## src/rtl/spi_pkg.sv

```systemverilog
// Shared definitions for the SPI byte sequencer: byte width, default FIFO
// depth and watchdog limit, and the sequencer FSM state encoding.
package spi_pkg;

  localparam int SPI_BYTE_W      = 8;
  localparam int SEQ_DEPTH_DEF   = 16;
  localparam int SEQ_TIMEOUT_DEF = 4096;

  typedef enum logic [1:0] {
    IDLE   = 2'd0,
    ISSUE  = 2'd1,
    ACCEPT = 2'd2,
    RECV   = 2'd3
  } seq_state_t;

endpackage

```

## src/rtl/spi_byte_sequencer_if.sv

```systemverilog
// Byte-level handshake between the sequencer (master) and the synchronized
// SPI controller (slave). Signal names follow the sequencer's view.
interface spi_byte_sequencer_if;
  import spi_pkg::*;

  logic [SPI_BYTE_W-1:0] o_spi_tx;
  logic                  o_spi_tx_valid;
  logic                  i_spi_ready;
  logic [SPI_BYTE_W-1:0] i_spi_rx;
  logic                  i_spi_rx_valid;

  modport master (
    output o_spi_tx, o_spi_tx_valid,
    input  i_spi_ready, i_spi_rx, i_spi_rx_valid
  );

  modport slave (
    input  o_spi_tx, o_spi_tx_valid,
    output i_spi_ready, i_spi_rx, i_spi_rx_valid
  );

endinterface

```

## src/rtl/spi_sync_fifo.sv

```systemverilog
// Single-clock FIFO with first-word-fall-through output. Full/empty come
// from a separate occupancy count; pointers wrap naturally (DEPTH is a
// power of two). A flush empties the FIFO and drops any same-cycle write.
module spi_sync_fifo #(
  parameter int WIDTH = 8,
  parameter int DEPTH = 16
) (
  input  logic                     i_clk,
  input  logic                     i_rst_n,
  input  logic                     i_flush,
  input  logic [WIDTH-1:0]         i_wr_data,
  input  logic                     i_wr_en,
  input  logic                     i_rd_en,
  output logic [WIDTH-1:0]         o_rd_data,
  output logic                     o_full,
  output logic                     o_empty,
  output logic [$clog2(DEPTH):0]   o_count
);

  localparam int            AW       = $clog2(DEPTH);
  localparam logic [AW:0]   FULL_CNT = (AW+1)'(DEPTH);

  logic [WIDTH-1:0] mem_q [DEPTH];
  logic [AW-1:0]    wptr_q, wptr_d;
  logic [AW-1:0]    rptr_q, rptr_d;
  logic [AW:0]      count_q, count_d;
  logic             full_q, full_d;
  logic             empty_q, empty_d;
  logic             do_wr, do_rd;

  // Next pointer/count state; flags are precomputed so they come out of flops
  always_comb begin
    do_wr   = i_wr_en && !full_q && !i_flush;
    do_rd   = i_rd_en && !empty_q && !i_flush;
    wptr_d  = wptr_q;
    rptr_d  = rptr_q;
    count_d = count_q;
    if (i_flush) begin
      rptr_d  = wptr_q;
      count_d = '0;
    end else begin
      if (do_wr) wptr_d = wptr_q + 1'b1;
      if (do_rd) rptr_d = rptr_q + 1'b1;
      case ({do_wr, do_rd})
        2'b10:   count_d = count_q + 1'b1;
        2'b01:   count_d = count_q - 1'b1;
        default: count_d = count_q;
      endcase
    end
    full_d  = (count_d == FULL_CNT);
    empty_d = (count_d == '0);
  end

  // Control state register
  always_ff @(posedge i_clk) begin
    if (!i_rst_n) begin
      wptr_q  <= '0;
      rptr_q  <= '0;
      count_q <= '0;
      full_q  <= 1'b0;
      empty_q <= 1'b1;
    end else begin
      wptr_q  <= wptr_d;
      rptr_q  <= rptr_d;
      count_q <= count_d;
      full_q  <= full_d;
      empty_q <= empty_d;
    end
  end

  // Storage array; contents need no reset because the head is masked when empty
  always_ff @(posedge i_clk) begin
    if (do_wr) mem_q[wptr_q] <= i_wr_data;
  end

  assign o_rd_data = empty_q ? '0 : mem_q[rptr_q];
  assign o_full    = full_q;
  assign o_empty   = empty_q;
  assign o_count   = count_q;

endmodule

```

## src/rtl/spi_byte_sequencer.sv

```systemverilog
// Host-side byte sequencer in front of the synchronized SPI controller.
// Bytes queued in the TX FIFO are issued one at a time over the controller
// handshake; returned bytes are collected in the RX FIFO.
// Optional build macro SPI_BYTE_SEQUENCER_TIMEOUT_EN adds a per-byte watchdog
// that aborts a stuck transfer, flushes the TX FIFO and raises o_timeout.
module spi_byte_sequencer
  import spi_pkg::*;
#(
  parameter int DEPTH          = SEQ_DEPTH_DEF,
  parameter int TIMEOUT_CYCLES = SEQ_TIMEOUT_DEF
) (
  input  logic                    i_clk,
  input  logic                    i_rst_n,
  input  logic [SPI_BYTE_W-1:0]   i_wr_data,
  input  logic                    i_wr_en,
  output logic                    o_tx_full,
  input  logic                    i_go,
  output logic                    o_busy,
  output logic [SPI_BYTE_W-1:0]   o_rd_data,
  input  logic                    i_rd_en,
  output logic                    o_rx_empty,
  output logic [$clog2(DEPTH):0]  o_rx_count,
  output logic                    o_timeout,
  spi_byte_sequencer_if.master    spi
);

  localparam int CW = $clog2(DEPTH) + 1;

  seq_state_t            state_q, state_d;
  logic [SPI_BYTE_W-1:0] spi_tx_q, spi_tx_d;
  logic                  spi_tx_valid_q, spi_tx_valid_d;
  logic                  busy_q, busy_d;

  logic [SPI_BYTE_W-1:0] tx_head;
  logic                  tx_pop, tx_flush, tx_empty, tx_full;
  logic [CW-1:0]         tx_count_unused;
  logic                  rx_push, rx_full, rx_empty;
  logic [CW-1:0]         rx_count;

`ifdef SPI_BYTE_SEQUENCER_TIMEOUT_EN
  localparam int           TW       = $clog2(TIMEOUT_CYCLES) + 1;
  localparam logic [TW-1:0] TMR_LAST = TW'(TIMEOUT_CYCLES - 1);
  logic [TW-1:0] tmr_q, tmr_d;
  logic          timeout_q, timeout_d;
`else
  localparam int unused_timeout_cycles = TIMEOUT_CYCLES;
`endif

  spi_sync_fifo #(.WIDTH(SPI_BYTE_W), .DEPTH(DEPTH)) u_tx_fifo (
    .i_clk     (i_clk),
    .i_rst_n   (i_rst_n),
    .i_flush   (tx_flush),
    .i_wr_data (i_wr_data),
    .i_wr_en   (i_wr_en),
    .i_rd_en   (tx_pop),
    .o_rd_data (tx_head),
    .o_full    (tx_full),
    .o_empty   (tx_empty),
    .o_count   (tx_count_unused)
  );

  spi_sync_fifo #(.WIDTH(SPI_BYTE_W), .DEPTH(DEPTH)) u_rx_fifo (
    .i_clk     (i_clk),
    .i_rst_n   (i_rst_n),
    .i_flush   (1'b0),
    .i_wr_data (spi.i_spi_rx),
    .i_wr_en   (rx_push),
    .i_rd_en   (i_rd_en),
    .o_rd_data (o_rd_data),
    .o_full    (rx_full),
    .o_empty   (rx_empty),
    .o_count   (rx_count)
  );

  // Sequencer next-state logic: issue a byte only when the RX FIFO has room
  // for its reply, so a returned byte can never be lost
  always_comb begin
    state_d        = state_q;
    spi_tx_d       = spi_tx_q;
    spi_tx_valid_d = spi_tx_valid_q;
    tx_pop         = 1'b0;
    tx_flush       = 1'b0;
    rx_push        = 1'b0;
`ifdef SPI_BYTE_SEQUENCER_TIMEOUT_EN
    tmr_d          = tmr_q;
    timeout_d      = timeout_q;
`endif
    case (state_q)
      IDLE: begin
        if (i_go) begin
`ifdef SPI_BYTE_SEQUENCER_TIMEOUT_EN
          timeout_d = 1'b0;
`endif
          if (!tx_empty) state_d = ISSUE;
        end
      end
      ISSUE: begin
        if (spi.i_spi_ready && !rx_full) begin
          tx_pop         = 1'b1;
          spi_tx_d       = tx_head;
          spi_tx_valid_d = 1'b1;
          state_d        = ACCEPT;
`ifdef SPI_BYTE_SEQUENCER_TIMEOUT_EN
          tmr_d          = '0;
`endif
        end
      end
      ACCEPT: begin
        // ready dropping is the controller's acknowledgement of the byte
        if (!spi.i_spi_ready) begin
          spi_tx_valid_d = 1'b0;
          state_d        = RECV;
        end
      end
      RECV: begin
        if (spi.i_spi_rx_valid) begin
          rx_push = 1'b1;
          state_d = tx_empty ? IDLE : ISSUE;
        end
      end
      default: state_d = IDLE;
    endcase
`ifdef SPI_BYTE_SEQUENCER_TIMEOUT_EN
    if ((state_q == ACCEPT) || (state_q == RECV)) begin
      tmr_d = tmr_q + 1'b1;
      if (tmr_q == TMR_LAST) begin
        timeout_d      = 1'b1;
        spi_tx_valid_d = 1'b0;
        tx_flush       = 1'b1;
        rx_push        = 1'b0;
        state_d        = IDLE;
      end
    end
`endif
    busy_d = (state_d != IDLE);
  end

  // Sequencer registers; o_spi_tx is reset too so the controller sees a clean zero
  always_ff @(posedge i_clk) begin
    if (!i_rst_n) begin
      state_q        <= IDLE;
      spi_tx_q       <= '0;
      spi_tx_valid_q <= 1'b0;
      busy_q         <= 1'b0;
    end else begin
      state_q        <= state_d;
      spi_tx_q       <= spi_tx_d;
      spi_tx_valid_q <= spi_tx_valid_d;
      busy_q         <= busy_d;
    end
  end

`ifdef SPI_BYTE_SEQUENCER_TIMEOUT_EN
  // Watchdog counter and sticky timeout flag
  always_ff @(posedge i_clk) begin
    if (!i_rst_n) begin
      tmr_q     <= '0;
      timeout_q <= 1'b0;
    end else begin
      tmr_q     <= tmr_d;
      timeout_q <= timeout_d;
    end
  end
  assign o_timeout = timeout_q;
`else
  assign o_timeout = 1'b0;
`endif

  assign spi.o_spi_tx       = spi_tx_q;
  assign spi.o_spi_tx_valid = spi_tx_valid_q;
  assign o_busy             = busy_q;
  assign o_tx_full          = tx_full;
  assign o_rx_empty         = rx_empty;
  assign o_rx_count         = rx_count;

endmodule

```

## src/flat_wrapper.sv

```systemverilog
// flat-port wrapper written by rule: the top's interface ports become plain ports
module spi_byte_sequencer_flat import spi_pkg::*;
#(
  parameter int DEPTH          = SEQ_DEPTH_DEF,
  parameter int TIMEOUT_CYCLES = SEQ_TIMEOUT_DEF
)
  (i_clk, i_rst_n, i_wr_data, i_wr_en, o_tx_full, i_go, o_busy, o_rd_data, i_rd_en, o_rx_empty, o_rx_count, o_timeout, spi_o_spi_tx, spi_o_spi_tx_valid, spi_i_spi_ready, spi_i_spi_rx, spi_i_spi_rx_valid);
  spi_byte_sequencer_if spi_i ();
  input  logic i_clk;
  input  logic i_rst_n;
  input  logic [SPI_BYTE_W-1:0] i_wr_data;
  input  logic i_wr_en;
  output logic o_tx_full;
  input  logic i_go;
  output logic o_busy;
  output logic [SPI_BYTE_W-1:0] o_rd_data;
  input  logic i_rd_en;
  output logic o_rx_empty;
  output logic [$clog2(DEPTH):0] o_rx_count;
  output logic o_timeout;
  output wire logic [$bits(spi_i.o_spi_tx)-1:0] spi_o_spi_tx;
  output wire logic [$bits(spi_i.o_spi_tx_valid)-1:0] spi_o_spi_tx_valid;
  input wire logic [$bits(spi_i.i_spi_ready)-1:0] spi_i_spi_ready;
  input wire logic [$bits(spi_i.i_spi_rx)-1:0] spi_i_spi_rx;
  input wire logic [$bits(spi_i.i_spi_rx_valid)-1:0] spi_i_spi_rx_valid;
  assign spi_o_spi_tx = spi_i.o_spi_tx;
  assign spi_o_spi_tx_valid = spi_i.o_spi_tx_valid;
  assign spi_i.i_spi_ready = spi_i_spi_ready;
  assign spi_i.i_spi_rx = spi_i_spi_rx;
  assign spi_i.i_spi_rx_valid = spi_i_spi_rx_valid;
  spi_byte_sequencer #(.DEPTH(DEPTH), .TIMEOUT_CYCLES(TIMEOUT_CYCLES)) u_core (.i_clk(i_clk), .i_rst_n(i_rst_n), .i_wr_data(i_wr_data), .i_wr_en(i_wr_en), .o_tx_full(o_tx_full), .i_go(i_go), .o_busy(o_busy), .o_rd_data(o_rd_data), .i_rd_en(i_rd_en), .o_rx_empty(o_rx_empty), .o_rx_count(o_rx_count), .o_timeout(o_timeout), .spi(spi_i));
endmodule
```

## config.mk

```make
export PLATFORM = sky130hd
export DESIGN_NAME = spi_byte_sequencer_flat
export DESIGN_NICKNAME = d
export VERILOG_FILES = /design/src/rtl/spi_pkg.sv /design/src/rtl/spi_byte_sequencer_if.sv /design/src/rtl/spi_sync_fifo.sv /design/src/rtl/spi_byte_sequencer.sv /design/src/flat_wrapper.sv
export SDC_FILE = /design/constraint.sdc
export NUM_CORES = 1
export LEC_CHECK = 0
export ABC_AREA = 1
export BUFFER_PORTS_ARGS = -buffer_cell sky130_fd_sc_hd__buf_4
export CORE_MARGIN = 1
export CORE_UTILIZATION = 40
export CTS_BUF_LIST = sky130_fd_sc_hd__clkbuf_4
export CTS_CLUSTER_SIZE = 10
export DETAILED_ROUTE_END_ITERATION = 8
export PLACE_DENSITY = 0.6
export REMOVE_ABC_BUFFERS = 1
export SLEW_MARGIN = 20
export SYNTH_ARGS = -nofsm -noshare
export SYNTH_HDL_FRONTEND = slang
export SYNTH_SLANG_ARGS = --single-unit
```

## constraint.sdc

```tcl
create_clock -name i_clk -period 3.71 [get_ports i_clk]
set_clock_uncertainty 0.2 [all_clocks]
set_input_delay 0.1855 -clock i_clk [delete_from_list [all_inputs] [get_ports i_clk]]
set_output_delay 0.1855 -clock i_clk [all_outputs]
set_load 0.01 [all_outputs]
```

# == Word level (Yosys, flattened, before mapping) ==
# Memory sizes are Yosys's and may differ from the RTL's. A register that Yosys moved wholly into a read port is not among the register bits.
# Cells that the tools add are included.
# totals
output_inout_bits,26
in_bits,23
n_memories,2
ram_bits,256
elab_cells,77
ff_bits,42
# classes
add_sub_neg,8
eq_ne,11
mux,26
n_reduce_logical,16
# memory_table
memory,words,width,read_ports,rd_clocked_by_memory_dff,wr,line,source
u_core.u_rx_fifo.mem_q,16,8,1,1,1,spi_sync_fifo.sv:23,logic [WIDTH-1:0] mem_q [DEPTH];
u_core.u_tx_fifo.mem_q,16,8,1,1,1,spi_sync_fifo.sv:23,
# ops
operator,count
$pmux W5 S2,2
$add A4 B1 Y4 const B,4
$mux W4,4
$mux W8,2
$mux W1,11
$add A5 B1 Y5 const B,2
$eq A5 B5 Y1 const B,2
$logic_not A5 Y1,2
$mux W2,5
$sub A5 B1 Y5 const B,2
$eq A2 B2 Y1 const B,4
$pmux W2 S4,1
$eq A2 B1 Y1 const B,3
$logic_and A1 B1 Y1,5
$logic_not A1 Y1,4
$reduce_bool A2 Y1,2
$reduce_and A3 Y1,1
$logic_not A2 Y1,1
$ne A2 B1 Y1 const B,1
$ne A2 B2 Y1 const B,1
$pmux W1 S2,1
$reduce_and A2 Y1,1

# == Logic depth before layout (Yosys ltp) ==
# logic_depth
depth_word,8
mapped_depth,18
ltp_nobuf,18

# == Cells and area by module ==
# A second synthesis with hierarchy kept.
# unflattened
hier_cells,1112
hier_area_um2,12792.3
# modules_own_cells
module,cells_per_inst,n_inst,seq_area_each_um2,area_each_um2
spi_sync_fifo (u_core.u_tx_fifo),522,1,4224.1,6172.2
spi_sync_fifo (u_core.u_rx_fifo),518,1,4224.1,6099.6
spi_byte_sequencer,72,1,240.2,520.5

# == Least setup slack after synthesis ==
# Ideal clock, no wire load.
# synth_timing
path_kind,reg-to-reg
startpoint,register u_core.state_q[0]
endpoint,register u_core.u_rx_fifo.full_q (netlist: u_core.u_rx_fifo.o_full)
period_less_slack_ps,2626
setup_slack_ps,1084
path_buffers,0
required_ps,3432
setup_ps,78
stages_incl_launch_ff,14
arrival_time_ps,2348
path_cell_list,dfxtp_1 nand2_1 nor3_1 inv_1 ha_1 xor2_1 ha_1 a21oi_1 nor2_1 a21oi_1 o21ai_1 xor2_1 inv_1 nor3_1
# synth_between
elab_chain_len,6
# synth_lines
element,line,source
from (decl),spi_byte_sequencer.sv:29,"seq_state_t state_q, state_d;"
from (signal assigned),spi_byte_sequencer.sv:146,state_q <= state_d;
$eq A2 B2 Y1 *,spi_byte_sequencer.sv:88,case (state_q)
$mux W1 *,spi_byte_sequencer.sv:88,
$logic_and A1 B1 Y1 *,spi_sync_fifo.sv:33,do_wr = i_wr_en && !full_q && !i_flush;
$eq A2 B1 Y1 or $eq A2 B2 Y1 (tied branches),spi_sync_fifo.sv:44,"case ({do_wr, do_rd})"
$pmux W5 S2 *,spi_sync_fifo.sv:44,
$eq A5 B5 Y1 *,spi_sync_fifo.sv:50,full_d = (count_d == FULL_CNT);
to (signal assigned),spi_sync_fifo.sv:66,full_q <= full_d;
to (decl),spi_sync_fifo.sv:27,"logic full_q, full_d;"
# Every way passes the cells marked *; elsewhere a longest branch is shown, timed or not.
# A chain may end at the register's enable or synchronous reset.

==> flow_metrics.env <==
export IMPL_critPathMaxStageDelay_ns=0.47
export IMPL_die_w_um=178
export IMPL_clk_pin_slew_ns=0.06
export IMPL_synth_area_um2=12500
export IMPL_setup_ws_ns=0.599
export IMPL_hold_buffers=23
export IMPL_synth_cell_types=40
export IMPL_dp_slack_ns=0.712
export IMPL_min_to="u_core.u_rx_fifo.o_empty"
export IMPL_critPathArrivalTime_ns=2.73
export IMPL_hold_depth=3
export IMPL_cpMostUsedCell="buf_4"
export IMPL_vias=8198
export IMPL_initial_core_util_pct=40.7
export IMPL_yosysTopAreaCellShare_pct=61.7
export IMPL_area_growth_syn_to_layout_pct=15.5
export IMPL_critPathMaxFanout=38
export IMPL_relSlewSlack_pct=34.4
export IMPL_synth_top_family_by_area="compound AO/OA/AOI/OAI gates"
export IMPL_yosysMostFrequentCell="edfxtp_1"
export IMPL_cts_tree="done"
export IMPL_yosys_top_cells_count="256 x edfxtp_1, 138 x o21ai_0, 127 x nor2_1, 84 x inv_1, 72 x a21oi_1"
export IMPL_synth_cells=1026
export IMPL_layout_min_cycle_time_ns=3.11
export IMPL_io_buffer_count=47
export IMPL_wl_met1_mm=12.3
export IMPL_hold_viol=0
export IMPL_synth_adder_area_share_pct=1.51
export IMPL_avgSynthCellArea_um2=12.1
export IMPL_nets=1175
export IMPL_synth_xor_area_share_pct=0.492
export IMPL_grt_max_degree=65
export IMPL_drive_gt1_share_pct=16.6
export IMPL_overflow=0
export IMPL_start_kind="flop"
export IMPL_avgRoutedWirePerCell_um=17.7
export IMPL_hp_class="input pin to flop"
export IMPL_die_area_um2=31800
export IMPL_reg2reg_slack_ns=0.69
export IMPL_critPathSlowestCell="inv_2"
export IMPL_worst_slew_pin_slew_ns=0.983
export IMPL_ir_drop_v=0.000318
export IMPL_critPathKind="flop to output pin"
export IMPL_leakage_uw=0.00497
export IMPL_dr_pass1_iters=5
export IMPL_r2r_cells=13
export IMPL_drt_iter0_drc=610
export IMPL_total_power_uw=6910
export IMPL_max_cap_viol_count=0
export IMPL_dp_cells=1425
export IMPL_ys_top_cells_by_area="edfxtp_1 62%, dfxtp_1 8.0%, o21ai_0 5.5%"
export IMPL_cts_repair_resize_count=0
export IMPL_yosys_area_share_simple_pct=8.11
export IMPL_min_period_over_period_pct=83.8
export IMPL_core_area_um2=30600
export IMPL_dpl_hpwl_mm=16.7
export IMPL_clock_sinks=306
export IMPL_hold_start="i_rst_n"
export IMPL_synth_compound_area_share_pct=13.0
export IMPL_p_per_area_nw_per_um2=481
export IMPL_cts_buffers=83
export IMPL_wl_met3_mm=1.80
export IMPL_wl_met2_mm=13.5
export IMPL_crit_path_cell_trace="inv_2 > buf_4 > o21ai_0 > o221ai_1 > nand3_1 > a21oi_1 > buf_4"
export IMPL_drc=0
export IMPL_critPathRequiredTime_ns=3.32
export IMPL_setup_viol=0
export IMPL_antenna_found_initial=1
export IMPL_synth_ff_latch_count=306
export IMPL_fillers=2862
export IMPL_grt_total_usage_pct=18.1
export IMPL_gp_congestion=0.782
export IMPL_synthArstFlopShare_pct=0
export IMPL_fin_cells=1589
export IMPL_io_pins=49
export IMPL_synth_mux_area_fraction_pct=2.65
export IMPL_rsz0062_at_grt="no"
export IMPL_clk_path_buf_depth=3
export IMPL_endpoint_kind="output pin"
export IMPL_yosys_area_top_type="edfxtp_1"
export IMPL_dr_max_layer_used="met4"
export IMPL_postCtsSetupRepairBufs=0
export IMPL_chipHeight_um=178
export IMPL_insertion_delay_ns=0.70
export IMPL_postRouteAntennaNets=0
export IMPL_status="finished, final reports clean"
export IMPL_wl_mm=28.2
export IMPL_synth_edf_count=256
export IMPL_grt_pass1_wl_mm=43.4
export IMPL_regToRegEndpoint="u_core.u_rx_fifo.o_empty"
export IMPL_viasPerCell=5.16
export IMPL_yosysSeqAreaShare_pct=69.8
export IMPL_yosysWarnings=0
export IMPL_htree_levels=3
export IMPL_grt_pass1_vias=7949
export IMPL_utilization_pct=47.0
export IMPL_rows=64
export IMPL_r2r_start="u_core.state_q[0]"
export IMPL_clock_root_buffer="clkbuf_4"
export IMPL_finalSetupTns_ns=0
export IMPL_slew_violations=0
export IMPL_synthFlopType="edfxtp_1"
export IMPL_fmax_mhz=321
## sequential cells by signal, summed over array words and instances (netlist names), 5 cells and up, named ones only
name,flops
u_core.u_rx_fifo.mem_q,128
u_core.u_tx_fifo.mem_q,128
u_core.spi.o_spi_tx,8
u_core.u_rx_fifo.o_count,5
u_core.u_tx_fifo.o_count,5
## worst max path at each step
stage,start,end,cells past startpoint
final,flop,o_rd_data[2],7
after global routing,u_core.state_q[0],u_core.u_rx_fifo.o_full,13
after CTS,flop,o_rd_data[2],7
after detailed placement,u_core.state_q[0],u_core.u_rx_fifo.o_full,13
after global placement,u_core.state_q[0],u_core.u_rx_fifo.o_full,13
after floorplan,flop,u_core.spi.o_spi_tx[0],7
## final cells by class
class                   count  area (µm²)  share of cell area (%)
well taps                 396         495                    3.44
clock inverters            14        55.1                   0.383
multi-input cells         580        3210                    22.3
diodes                      1        2.50                  0.0174
inverters                  88         330                    2.30
repair buffers             78         656                    4.56
flip-flops and latches    306        8690                    60.4
clock buffers             126         946                    6.57
## worst max-delay path, delay by kind of cell, from the launching register on
family	cells	cell delay (ns)
buf+inv	3	1.04
compound gates	3	0.57
flops	1	0.32
simple gates	1	0.10
## metrics by stage
stage / instance area, µm² / hold slack [ns]
floorplan: 12200 / 0.0617
global placement: 13200 / 0.262
detailed placement: 13200 / 0.264
CTS: 14400 / 0.0936
global route: 14400 / 0.136
finish: 14400 / 0.148
## placed cells by master, fill, tap and decap left out, drive strengths merged, types with 2 or more instances in the layout
cell type,count
o221ai,23
dfxtp,50
nor3,6
nor2,129
a21oi,72
nand3,23
mux2i,33
clkbuf,126
o22ai,10
xor2,6
nor3b,2
nand4,4
ha,15
clkinv,14
o21ai,150
o211ai,29
nand2,68
and3,2
edfxtp,256
dlygate4sd3,23
inv,88
buf,55
## logic make-up after synthesis
group                      Yosys count
DFF                                306
AOI/OAI and AO/OA                  287
and+or+nand+nor                    237
buffers and inverters              140
muxes                               33
adders and majority gates           15
xor gates and xnor gates             7
other                                1
## power by group
| group | switching, µW | internal [µW] |
|---|---|---|
| sequential | 22.0 | 3750 |
| combinational | 185 | 96.2 |
| clock | 1330 | 1530 |
| total | 1540 | 5380 |
## metal layers
| layer | vias up | track usage, % |
|---|---|---|
| li1 | 3980 | - |
| met1 | 3907 | 23.7 |
| met2 | 258 | 29.1 |
| met3 | 53 | 3.88 |
| met4 | 0 | 7.42 |
| met5 | - | 0 |
Power figures use the tool's default switching activity.
